==> src/rtl/np_pkg.sv <==
// np_pkg: shared defaults, FSM encodings and requester ids for np_mem_arbiter.
package np_pkg;

   localparam int unsigned NpWidth       = 32;
   localparam int unsigned NpAddrSize    = 12;
   localparam int unsigned NpStarveLimit = 4;

   // Arbiter sequencing states.
   typedef enum logic [1:0] {
      StIdle   = 2'd0,
      StAccess = 2'd1,
      StResp   = 2'd2
   } np_state_e;

   // Requester ids; PortNone marks "no owner".
   typedef enum logic [1:0] {
      PortNone = 2'd0,
      PortH    = 2'd1,
      PortD    = 2'd2,
      PortI    = 2'd3
   } np_port_e;

endpackage

==> src/rtl/np_arb_pick.sv <==
// np_arb_pick: combinational winner select. Host always wins; between data and fetch,
// data wins unless the fetch side has been promoted (starvation or round-robin turn).
module np_arb_pick
   import np_pkg::*;
(
   input  logic     h_req_i,
   input  logic     d_req_i,
   input  logic     i_req_i,
   input  logic     starve_i,
   input  logic     rr_i_first_i,
   output np_port_e winner_o
);

   logic i_first;

   assign i_first = starve_i | rr_i_first_i;

   // Priority select among the live requests.
   always_comb begin
      winner_o = PortNone;
      if (h_req_i) begin
         winner_o = PortH;
      end else if (d_req_i && i_req_i) begin
         winner_o = i_first ? PortI : PortD;
      end else if (d_req_i) begin
         winner_o = PortD;
      end else if (i_req_i) begin
         winner_o = PortI;
      end
   end

endmodule

==> src/rtl/np_mem_arbiter.sv <==
// np_mem_arbiter: shares one single-port synchronous RAM between host (h), data (d) and
// instruction fetch (i). Every access runs arbitrate -> access -> (read) response.
// Build option: define NP_ARB_RR_EN for round-robin d/i arbitration instead of fixed
// priority with a fetch starvation counter.
module np_mem_arbiter
   import np_pkg::*;
#(
   parameter int unsigned WIDTH        = NpWidth,
   parameter int unsigned ADDRSIZE     = NpAddrSize,
   parameter int unsigned STARVE_LIMIT = NpStarveLimit
) (
   input  logic                clk,
   input  logic                reset,
   input  logic                h_req,
   input  logic                h_wr,
   input  logic [ADDRSIZE-1:0] h_addr,
   input  logic [WIDTH-1:0]    h_wdata,
   output logic                h_gnt,
   output logic                h_rvalid,
   output logic [WIDTH-1:0]    h_rdata,
   input  logic                i_req,
   input  logic [ADDRSIZE-1:0] i_addr,
   output logic                i_gnt,
   output logic                i_rvalid,
   output logic [WIDTH-1:0]    i_rdata,
   input  logic                d_req,
   input  logic                d_wr,
   input  logic [ADDRSIZE-1:0] d_addr,
   input  logic [WIDTH-1:0]    d_wdata,
   output logic                d_gnt,
   output logic                d_rvalid,
   output logic [WIDTH-1:0]    d_rdata,
   output logic                mem_en,
   output logic                mem_we,
   output logic [ADDRSIZE-1:0] mem_addr,
   output logic [WIDTH-1:0]    mem_wdata,
   input  logic [WIDTH-1:0]    mem_rdata,
   output logic                busy
);

   np_state_e           state_q, state_d;
   np_port_e            owner_q, owner_d;
   np_port_e            winner;
   logic                mem_en_q, mem_en_d;
   logic                mem_we_q, mem_we_d;
   logic [ADDRSIZE-1:0] mem_addr_q, mem_addr_d;
   logic [WIDTH-1:0]    mem_wdata_q, mem_wdata_d;
   logic                starve;
   logic                rr_i_first;
   logic                pick_valid;

   // A grant is only taken while idle; the pick is ignored in other states.
   assign pick_valid = (state_q == StIdle) && (winner != PortNone);

   np_arb_pick u_pick (
      .h_req_i      (h_req),
      .d_req_i      (d_req),
      .i_req_i      (i_req),
      .starve_i     (starve),
      .rr_i_first_i (rr_i_first),
      .winner_o     (winner)
   );

`ifndef NP_ARB_RR_EN
   localparam int unsigned CntW = (STARVE_LIMIT > 0) ? $clog2(STARVE_LIMIT + 1) : 1;

   logic [CntW-1:0] starve_cnt_q, starve_cnt_d;

   assign starve     = (starve_cnt_q >= CntW'(STARVE_LIMIT));
   assign rr_i_first = 1'b0;

   // Count fetch arbitrations lost in a row; saturates at the limit.
   always_comb begin
      starve_cnt_d = starve_cnt_q;
      if (!i_req) begin
         starve_cnt_d = '0;
      end else if (pick_valid) begin
         if (winner == PortI) begin
            starve_cnt_d = '0;
         end else if (starve_cnt_q < CntW'(STARVE_LIMIT)) begin
            starve_cnt_d = starve_cnt_q + CntW'(1);
         end
      end
   end

   // Starvation counter register.
   always_ff @(posedge clk) begin
      if (reset) begin
         starve_cnt_q <= '0;
      end else begin
         starve_cnt_q <= starve_cnt_d;
      end
   end
`else
   logic rr_i_first_q, rr_i_first_d;

   assign starve     = 1'b0;
   assign rr_i_first = rr_i_first_q;

   // Whichever of d/i was granted last drops to lowest priority; host grants leave it.
   always_comb begin
      rr_i_first_d = rr_i_first_q;
      if (pick_valid && (winner == PortD)) begin
         rr_i_first_d = 1'b1;
      end else if (pick_valid && (winner == PortI)) begin
         rr_i_first_d = 1'b0;
      end
   end

   // Round-robin pointer register; d goes first after reset.
   always_ff @(posedge clk) begin
      if (reset) begin
         rr_i_first_q <= 1'b0;
      end else begin
         rr_i_first_q <= rr_i_first_d;
      end
   end
`endif

   // Sequencing FSM next state and registered memory command.
   always_comb begin
      state_d     = state_q;
      owner_d     = owner_q;
      mem_en_d    = 1'b0;
      mem_we_d    = 1'b0;
      mem_addr_d  = mem_addr_q;
      mem_wdata_d = mem_wdata_q;
      case (state_q)
         StIdle: begin
            if (pick_valid) begin
               state_d  = StAccess;
               owner_d  = winner;
               mem_en_d = 1'b1;
               case (winner)
                  PortH: begin
                     mem_we_d   = h_wr;
                     mem_addr_d = h_addr;
                     if (h_wr) mem_wdata_d = h_wdata;
                  end
                  PortD: begin
                     mem_we_d   = d_wr;
                     mem_addr_d = d_addr;
                     if (d_wr) mem_wdata_d = d_wdata;
                  end
                  PortI: begin
                     mem_addr_d = i_addr;
                  end
                  default: ;
               endcase
            end
         end
         StAccess: begin
            // Writes finish here; reads need one more cycle for the RAM output.
            if (mem_we_q) begin
               state_d = StIdle;
               owner_d = PortNone;
            end else begin
               state_d = StResp;
            end
         end
         StResp: begin
            state_d = StIdle;
            owner_d = PortNone;
         end
         default: begin
            state_d = StIdle;
            owner_d = PortNone;
         end
      endcase
   end

   // State and memory command registers.
   always_ff @(posedge clk) begin
      if (reset) begin
         state_q     <= StIdle;
         owner_q     <= PortNone;
         mem_en_q    <= 1'b0;
         mem_we_q    <= 1'b0;
         mem_addr_q  <= '0;
         mem_wdata_q <= '0;
      end else begin
         state_q     <= state_d;
         owner_q     <= owner_d;
         mem_en_q    <= mem_en_d;
         mem_we_q    <= mem_we_d;
         mem_addr_q  <= mem_addr_d;
         mem_wdata_q <= mem_wdata_d;
      end
   end

   assign mem_en    = mem_en_q;
   assign mem_we    = mem_we_q;
   assign mem_addr  = mem_addr_q;
   assign mem_wdata = mem_wdata_q;
   assign busy      = (state_q != StIdle);

   assign h_gnt    = (state_q == StAccess) && (owner_q == PortH);
   assign d_gnt    = (state_q == StAccess) && (owner_q == PortD);
   assign i_gnt    = (state_q == StAccess) && (owner_q == PortI);
   assign h_rvalid = (state_q == StResp) && (owner_q == PortH);
   assign d_rvalid = (state_q == StResp) && (owner_q == PortD);
   assign i_rvalid = (state_q == StResp) && (owner_q == PortI);
   assign h_rdata  = h_rvalid ? mem_rdata : '0;
   assign d_rdata  = d_rvalid ? mem_rdata : '0;
   assign i_rdata  = i_rvalid ? mem_rdata : '0;

endmodule

==> config.mk <==
export PLATFORM = sky130hd
export DESIGN_NAME = np_mem_arbiter
export DESIGN_NICKNAME = d
export VERILOG_FILES = /design/src/rtl/np_pkg.sv /design/src/rtl/np_arb_pick.sv /design/src/rtl/np_mem_arbiter.sv
export SDC_FILE = /design/constraint.sdc
export NUM_CORES = 1
export LEC_CHECK = 0
export CORE_AREA = 2 2 112 114
export DETAILED_ROUTE_END_ITERATION = 12
export DIE_AREA = 0 0 114 116
export MAX_ROUTING_LAYER = met4
export PLACE_DENSITY = 0.72
export SYNTH_ARGS = -nofsm -noshare
export SYNTH_HDL_FRONTEND = slang
export SYNTH_SLANG_ARGS = --single-unit
==> constraint.sdc <==
create_clock -name clk -period 2.61 [get_ports clk]
set_input_delay 0.3915 -clock clk [delete_from_list [all_inputs] [get_ports clk]]
set_output_delay 0.3915 -clock clk [all_outputs]
set_load 0.03 [all_outputs]
==> impl_results.md <==
- Number of global-route vias before repair: 3812
- Resize count post-CTS: 0
- Final Max Tran Viols: 0
- Most frequent cells in the layout: clkdlybuf4s50_1 (187), buf_4 (121), and2_1 (96)
- Synth warnings: 0
- Hold slack: ~0.46 ns
- Crit share post-route: 96.4%
- CP peak stage delay: roughly 0.50 ns
- # H-tree levels: 2
- Fillers: around 1100
- Global-route wire length before repair: ~20 mm
- #FFs+latches synth: 53
- Max-Slew Margin vs Limit: 62.8%
- Area contributors post-synth: dfxtp_1 (32%), and2_1 (18%), a221oi_2 (14%)
- Commonest non-fill, non-tap cell in the layout: clkdlybuf4s50_1
- Number of max-cap violations: 0
- Hold_buf cts: 0
- Via density per instance: 4.75
- Logic pwr share: slightly below 40%
- Power Total: between 2000 and 3000 µW
- Clock-pin slew on the worst setup and hold paths: roughly 0.080 ns
- Post-Synth Adder-Cell Area: about 2.3%
- Yosys top cell area share: between 30% and 40%
- Initial DRC Count: between 150 and 200
- Post-synth EDFFs: 0
- Layout Nets: 819
- Largest net degree at the start of global routing: 34
- Ys flop type: dfxtp_1
- Fraction of registers with async set/reset: 0%
- Worst slack at placement: -0.221 ns
- Slew @ Worst Pin: between 0.5 and 0.6 ns
- Critical path peak fanout: 32
- Crit path launch type: input port
- Final min period: roughly 2.5 ns
- Leakage Power: between 0.002 and 0.003 µW
- Mapped Area: 3310 µm²
- Synth Net Count: 534
- Global placer's final weighted congestion: about 0.8
- Critical Path AT: around 2.7 ns
- Die height: around 120 µm
- Worst hold path class: register to register
- Synth Area in Compound Gates: 29.0%
- Critical-path cell list: clkdlybuf4s50_1 -> nor2_1 -> or2_2 -> ha_1 -> or3_1 -> a2111o_2 -> buf_12 -> a221oi_1
- Status: completed
- Unrepaired setup endpoints after global routing: no
- CTS tree: built
- Core Util, Final: 53.4%
- Total GRT Usage: 19.3%
- Post-DP HPWL: between 10 and 15 mm
- Post-synthesis simple-gate area fraction: roughly 27%
- Largest family of logic cells by synthesized area: compound AO/OA/AOI/OAI gates
- # clock sinks: 53
- Power Dens Cells: 416 nW/µm²
- Power share of the clock group: approximately 25%
- Req. time, crit path: roughly 2.8 ns
- Setup TNS: 0 ns
- Wire per inst: around 16 µm
- Vias: slightly below 4000
- Die width: approximately 110 µm
- Core Region: between 10000 and 15000 µm²
- Ant diodes: 0
- ANT nets after route: 0
- Synth area leader: dfxtp_1
- FMAX: ~400 MHz
- Pint: ~1800 µW
- Sequential area share after synthesis: around a third
- DRC viols: 0
- Setup violations, final: 0
- Row cnt: 40
- Sequential share of power: 35.7%
- Starting density of the core: 27.8%
- Grt total ovfl: 0
- Netlist cell types: 30
- VDD IR-drop max: about 280 µV
- Crit. End Element: register
- Area Growth Syn to Fin: 92.3%
- Share of layout cells above drive strength 1: around a quarter
- Average cell area after synthesis: 8.50 µm²
- Cells after Synth: slightly below 400
- TritonCTS Buffers: 5
- XOR/XNOR share of the synthesized area: 0%
- Initial antenna violation count: 0
- Sw Ratio: between 30% and 40%
- Crit Path Class: input port to register
- Worst-skew pair later-pin latency: 0.29 ns
- Critical-path top delay cell: clkdlybuf4s50_1
- Final Skew: between 0.009 and 0.01 ns
- Worst setup margin: between 0.09 and 0.1 ns
- Die area: around 13000 µm²
- TritonRoute pass-1 iters: 4
- WL final: 13.5 mm
- Clock Tree Root: clkbuf_16
- Sw power: between 800 and 900 µW
- Number of port buffers: 287
- Clock Path Buffers: 2
- Post-CTS Setup Bufs: 0
- # IOs: roughly 290
- Final Hold Vio Count: 0
- Post-synthesis mux area share: 0%
cells by family after synthesis:
| logic type | count (synthesis) |
|---|---|
| compound gates | 103 |
| fa+ha+maj | 6 |
| buf+inv | 75 |
| flops | 53 |
| simple gates | 152 |
critical path, delay by kind of cell:
family | cells | cell delay, ns
AOI/OAI and AO/OA | 2 | 0.77
buffers and inverters | 2 | 0.70
and+or+nand+nor | 3 | 0.65
adders and majority gates | 1 | 0.19
per-stage QoR:
step           instances  area [µm²]
5_1_grt              822        6360
2_1_floorplan        389        3310
3_3_place_gp         814        6210
4_1_cts              822        6360
3_5_place_dp         814        6210
6_report             822        6360
registers in the layout, summed over array words and instances (netlist names):
register / cells
state_q: 2
starve_cnt_q: 3
mem_en: 1
mem_we: 1
mem_addr: 12
owner_q: 2
mem_wdata: 32
layout make-up:
| cell class | instances | area (µm²) | share of cell area, % |
|---|---|---|---|
| clock inverter | 3 | 26.3 | 0.413 |
| clock buffer | 5 | 125 | 1.97 |
| inverter | 40 | 150 | 2.36 |
| multi-input combinational | 261 | 1950 | 30.6 |
| tap | 147 | 184 | 2.89 |
| sequential | 53 | 1060 | 16.7 |
| timing repair buffer | 313 | 2870 | 45.0 |
power groups by stage:
stage / clock network, µW / logic (µW) / registers (µW)
2_1_floorplan: 0 / 366 / 1110
3_3_place_gp: 0 / 1010 / 958
3_5_place_dp: 0 / 1030 / 962
4_1_cts: 697 / 1040 / 944
5_1_grt: 740 / 1090 / 953
6_report: 672 / 1030 / 943
final timing paths:
kind                            cells past startpoint            start  slack, ns            end
worst min register to register                      2    mem_wdata[28]       0.46  mem_wdata[28]
worst min-delay path                                2    mem_wdata[28]       0.46  mem_wdata[28]
worst max register to register                      8  starve_cnt_q[2]       0.38  mem_wdata[15]
worst max-delay path                                8            i_req       0.09  mem_wdata[15]
cells in the mapped netlist, drive strengths merged, types with 5 or more instances:
cell type / instances
a21oi: 5
a221oi: 43
and2: 96
buf: 9
clkbuf: 26
dfxtp: 53
ha: 6
inv: 40
nand2b: 7
nand3b: 12
nor2: 23
o22ai: 34
o31ai: 11
per-layer routing:
layer	share of wire (%)	global-route usage [%]
met1	40	22.1
met2	52	34.0
met3	6.4	4.29
met4	1.5	5.45
met5	0	-
No activity file was read; power rests on OpenSTA's default activity.
